===== config.mk =====
export PLATFORM = sky130hd
export DESIGN_NAME = cpu_run_controller
export DESIGN_NICKNAME = d
export VERILOG_FILES = /design/src/rtl/cpu_run_controller.sv
export SDC_FILE = /design/constraint.sdc
export NUM_CORES = 1
export LEC_CHECK = 0
export BUFFER_PORTS_ARGS = -buffer_cell sky130_fd_sc_hd__buf_2
export CAP_MARGIN = 40
export CORE_AREA = 2 2 100 102
export DETAILED_ROUTE_END_ITERATION = 6
export DIE_AREA = 0 0 102 104
export GPL_ROUTABILITY_DRIVEN = 0
export PLACE_DENSITY = 0.65
export SLEW_MARGIN = 20
export SYNTH_ARGS = -nofsm -noshare
export SYNTH_HDL_FRONTEND = slang
export SYNTH_SLANG_ARGS = --single-unit

===== constraint.sdc =====
create_clock -name clk -period 2.1 [get_ports clk]
set_input_delay 0.105 -clock clk [delete_from_list [all_inputs] [get_ports clk]]
set_output_delay 0.105 -clock clk [all_outputs]
set_load 0.05 [all_outputs]

===== src/rtl/cpu_run_controller.sv =====
// Multi-cycle run controller: sequences FETCH/DECODE/EXEC/MEM/WB, handles HALT/continue,
// traps stalled memory handshakes into a sticky FAULT, and keeps debug counters.
module cpu_run_controller #(
    parameter int unsigned TIMEOUT = 16,
    parameter int unsigned CNT_W   = 32
) (
    input  logic             clk,
    input  logic             rst_n,
    input  logic             continue_in,
    input  logic             is_halt,
    input  logic             is_mem,
    input  logic             is_store,
    input  logic             writes_reg,
    input  logic             branch_taken,
    input  logic             imem_ready,
    input  logic             dmem_ready,
    output logic             imem_req,
    output logic             ir_en,
    output logic             alu_en,
    output logic             dmem_req,
    output logic             dmem_we,
    output logic             rf_we,
    output logic             pc_en,
    output logic             pc_sel,
    output logic             halted,
    output logic             fault,
    output logic [2:0]       state,
    output logic [CNT_W-1:0] cycle_count,
    output logic [CNT_W-1:0] instr_count
);

    localparam int unsigned WAIT_W = 8;

    typedef enum logic [2:0] {
        S_BOOT   = 3'd0,
        S_FETCH  = 3'd1,
        S_DECODE = 3'd2,
        S_EXEC   = 3'd3,
        S_MEM    = 3'd4,
        S_WB     = 3'd5,
        S_HALT   = 3'd6,
        S_FAULT  = 3'd7
    } state_e;

    state_e             state_q, state_d;
    logic [WAIT_W-1:0]  wait_q, wait_d;
    logic               halt_wb_q, halt_wb_d;
    logic [CNT_W-1:0]   cycle_q, cycle_d;
    logic [CNT_W-1:0]   instr_q, instr_d;
    logic               sync1_q, sync1_d;
    logic               sync2_q, sync2_d;
    logic               prev_q, prev_d;
    logic               pulse_q, pulse_d;
    logic               wait_last;

    // Two-flop synchronizer followed by a registered rising-edge detector
    always_comb begin
        sync1_d = continue_in;
        sync2_d = sync1_q;
        prev_d  = sync2_q;
        pulse_d = sync2_q & ~prev_q;
    end

    assign wait_last = (wait_q == WAIT_W'(TIMEOUT - 1));

    always_comb begin
        state_d   = state_q;
        wait_d    = '0;
        halt_wb_d = halt_wb_q;
        instr_d   = instr_q;
        cycle_d   = cycle_q + CNT_W'(1);
        imem_req  = 1'b0;
        ir_en     = 1'b0;
        alu_en    = 1'b0;
        dmem_req  = 1'b0;
        dmem_we   = 1'b0;
        rf_we     = 1'b0;
        pc_en     = 1'b0;
        pc_sel    = 1'b0;
        halted    = 1'b0;
        fault     = 1'b0;
        case (state_q)
            S_BOOT: state_d = S_FETCH;
            S_FETCH: begin
                imem_req = 1'b1;
                if (imem_ready) begin
                    ir_en   = 1'b1;
                    state_d = S_DECODE;
                end else if (wait_last) begin
                    state_d = S_FAULT;
                end else begin
                    wait_d = wait_q + WAIT_W'(1);
                end
            end
            S_DECODE: state_d = is_halt ? S_HALT : S_EXEC;
            S_EXEC: begin
                alu_en  = 1'b1;
                state_d = is_mem ? S_MEM : S_WB;
            end
            S_MEM: begin
                dmem_req = 1'b1;
                dmem_we  = is_store;
                if (dmem_ready) begin
                    state_d = S_WB;
                end else if (wait_last) begin
                    state_d = S_FAULT;
                end else begin
                    wait_d = wait_q + WAIT_W'(1);
                end
            end
            S_WB: begin
                // A resumed HALT only advances the PC sequentially
                pc_en     = 1'b1;
                rf_we     = writes_reg & ~halt_wb_q;
                pc_sel    = branch_taken & ~halt_wb_q;
                halt_wb_d = 1'b0;
                instr_d   = instr_q + CNT_W'(1);
                state_d   = S_FETCH;
            end
            S_HALT: begin
                halted = 1'b1;
                if (pulse_q) begin
                    state_d   = S_WB;
                    halt_wb_d = 1'b1;
                end
            end
            S_FAULT: fault = 1'b1;
            default: state_d = S_FAULT;
        endcase
    end

    always_ff @(posedge clk or negedge rst_n) begin
        if (!rst_n) begin
            state_q   <= S_BOOT;
            wait_q    <= '0;
            halt_wb_q <= 1'b0;
            cycle_q   <= '0;
            instr_q   <= '0;
            sync1_q   <= 1'b0;
            sync2_q   <= 1'b0;
            prev_q    <= 1'b0;
            pulse_q   <= 1'b0;
        end else begin
            state_q   <= state_d;
            wait_q    <= wait_d;
            halt_wb_q <= halt_wb_d;
            cycle_q   <= cycle_d;
            instr_q   <= instr_d;
            sync1_q   <= sync1_d;
            sync2_q   <= sync2_d;
            prev_q    <= prev_d;
            pulse_q   <= pulse_d;
        end
    end

    assign state       = state_q;
    assign cycle_count = cycle_q;
    assign instr_count = instr_q;

endmodule


==> qor.csv <==
stage,metric,value,unit
grt,grt.overflow.total,0,
worst_setup_path,start_kind,register,
flow_run,drv_cap,0,
routing,num_vias,2780,
placed_design,preCtsSetupSlack,0.4010,ns
hold_path,min_to,state[0],
final_layout,drive_gt1_share,28.51,%
clock_tree,cts_max_path_buffers,2,
sta,worstMarginPinSlew,0.5387,ns
worst_setup_path,path_max_fanout,13,
routing,drc,0,
routing,avgViaCountPerCell,4.894,
logic_synthesis,synthArstFlopShare,100.0,%
final_layout,fin_nets,443,
clock_tree,cts_root_buffer,clkbuf_8,
run_status,outcome,"complete, no violations",
grt,grt_max_degree,42,
power,power_density,895.6,nW/µm²
grt,track_usage,15.44,%
logic_synthesis,synthAdderAreaFrac,1.010,%
placed_design,io_buffers,86,
worst_setup_path,path_buf_inv,3,
logic_synthesis,synth_top_cell_by_area,dfrtp_1,
logic_synthesis,netlist_area,3715,µm²
routing,wl_per_cell,13.36,µm
worst_setup_path,reg2reg_slack,0.40,ns
logic_synthesis,syn_area_per_cell,11.22,µm²
routing,ant_nets,0,
final_layout,multi_input_area,1642,µm²
sta,fin_skew,0.008426,ns
hold_path,whs_path_depth,3,
clock_tree,clkTransAtPathRegs,0.07,ns
sta,period_share,82.20,%
clock_tree,htreeDepth,3,
grt,grt_pass1_wl,13070,µm
logic_synthesis,yosysSeqAreaShare,53.89,%
floorplanning,io_pins,87,
clock_tree,clkSinkCount,80,
placed_design,numPlacedInstances,549,
placed_design,place_hpwl,5457,µm
final_layout,syn_to_final_growth,23.51,%
final_layout,finalCoreUtilization,48.05,%
floorplanning,die_h,104,µm
worst_setup_path,crit-reg2reg-launch,cycle_count[0],
final_layout,regArea,2002,µm²
worst_setup_path,rr_worst_depth,5,
final_layout,n_antenna_cell,0,
sta,setup_violations,0,
routing,drt_iter0_markers,123,
routing,dr.pass1.iters,4,
logic_synthesis,ys_types,40,
floorplanning,design.core.area,9549,µm²
sta,rsz0062_at_grt,no,
floorplanning,die_w,102,µm
worst_setup_path,cp_top_family,buffers and inverters,
logic_synthesis,ys_top_cells_by_count,"dfrtp_1, xnor2_1, nand2_1, nand3_1",
final_layout,fin_cells,568,
logic_synthesis,yosysMostFrequentCell,dfrtp_1,
routing,routed_wl,7588,µm
hold_path,min_from,dmem_ready,
worst_setup_path,slowest_delay,0.40,ns
logic_synthesis,synth_top_family_by_area,simple AND/OR/NAND/NOR gates,
worst_setup_path,critPathSlowestCell,dfrtp_1,
logic_synthesis,yosys_warnings,0,
logic_synthesis,synth-edff-count,0,
clock_tree,cts_inserted_buffers,9,
power,irDropWorstVdd,0.3783,mV
logic_synthesis,synth_area_leaders,"dfrtp_1, xnor2_1, xor2_1",
sta,finalMaxSlewViolations,0,
logic_synthesis,synth_top_area_share,53.89,%
final_layout,fill_cells,922,
clock_tree,tritoncts,yes,
logic_synthesis,synth_top_flop_cell,dfrtp_1,
hold_path,hp-class,in -> reg,
logic_synthesis,synth-simple-area-share,24.32,%
logic_synthesis,synth_seq_cells,80,
sta,layout_setup_ws,0.3737,ns
floorplanning,initial_utilization,38.90,%
sta,fmax,579.3,MHz
logic_synthesis,synth-compound-area-share,2.762,%
clock_tree,cts_setup_buffers,0,
floorplanning,dieArea,10610,µm²
worst_setup_path,worst_setup_path_end_kind,primary output,
logic_synthesis,synthCells,331,
logic_synthesis,synth-xor-area-share,15.80,%
logic_synthesis,synthMuxAreaShare,0,%
grt,grt_pass1_vias,2717,
logic_synthesis,synth_fp_nets,344,
grt,antenna_found_initial,0,
worst_setup_path,crit_path_cell_trace,buf_4 > inv_1 > nor4_2 > buf_2,
power,p_leak,2.275,nW
worst_setup_path,worstPathRequired,2.00,ns
worst_setup_path,criticalPathCategory,reg -> out,
sta,slew_headroom,63.81,%
sta,hold_viol,0,
sta,fin_crit,1.726,ns
clock_tree,insertion_delay,0.35,ns
floorplanning,rows,36,
worst_setup_path,worstPathArrival,1.62,ns
worst_setup_path,rr_endpoint,cycle_count[26],
-- layer usage --
metal  share of wire (%)  global-route usage (%)  wire length, µm
met3                 4.3                   3.629              327
met4                 2.1                   6.571              156
met1                  46                   20.75             3528
met5                   0                       0                0
met2                  47                   23.73             3575
-- placed cells by master (no fill, tap or decap), types with 10 or more instances in the layout --
cell type,count
buf_2,85
dfrtp_1,80
xnor2_1,52
nand2_1,28
nand3_1,26
nor2_1,20
nand4_1,20
xor2_1,15
inv_1,10
and3_1,10
-- worst min-delay path, delay by kind of cell --
family,cells,cell delay [ns]
compound gates,2,0.18
buf+inv,1,0.12
-- state kept, by name (all words and copies together) (netlist names) --
name and cells:
pulse_q 1, prev_d 1, state 3, halt_wb_q 1
sync1_q 1, wait_q 8, cycle_count 32, prev_q 1
instr_count 32
-- repair_timing --
action | 4_1_cts | 5_1_grt
hold endpoints to repair | 41 | 0
hold buffers | 3 | 0
resized for setup | 0 | 0
-- through the flow --
| step | setup TNS (ns) | hold WS (ns) | total power [mW] | cell area, µm² |
|---|---|---|---|---|
| final | 0 | 0.09844 | 4.109 | 4588 |
| after global routing | 0 | 0.09285 | 4.334 | 4588 |
| after CTS | 0 | 0.07674 | 4.163 | 4588 |
| after detailed placement | 0 | 0.1294 | 2.923 | 4345 |
| after global placement | 0 | 0.1233 | 2.903 | 4345 |
| after floorplan | -1.179 | -0.1906 | 2.660 | 3726 |
-- cell families (layout without fill, tap and decap cells) --
family | after synthesis | count (layout)
flops | 80 | 80
simple gates | 147 | 147
compound gates | 16 | 16
xor+xnor | 67 | 67
fa+ha+maj | 3 | 3
buf+inv | 18 | 122
-- area by class of cell --
class	instances	share of cell area (%)
clock buffers	11	2.863
clock inverters	5	1.773
inverters	10	0.8181
multi-input cells	233	35.78
flip-flops and latches	80	43.63
well taps	133	3.627
repair buffers	96	11.51
-- worst max path at each step --
stage,start,endpoint,slack [ns],cells past startpoint
after global routing,state[0],ir_en,0.22,4
after detailed placement,cycle_count[0],cycle_count[26],0.40,5
final,state[0],ir_en,0.37,4
after CTS,state[0],ir_en,0.35,4
after global placement,cycle_count[0],cycle_count[26],0.46,5
after floorplan,state[2],pc_sel,-0.36,4
-- where the power goes --
group | switching [mW] | internal, mW | leakage (nW)
clock | 0.552 | 0.670 | 0.104
sequential | 0.103 | 1.63 | 1.08
combinational | 0.826 | 0.327 | 1.09
total | 1.48 | 2.63 | 2.28
Power figures use the tool's default switching activity.
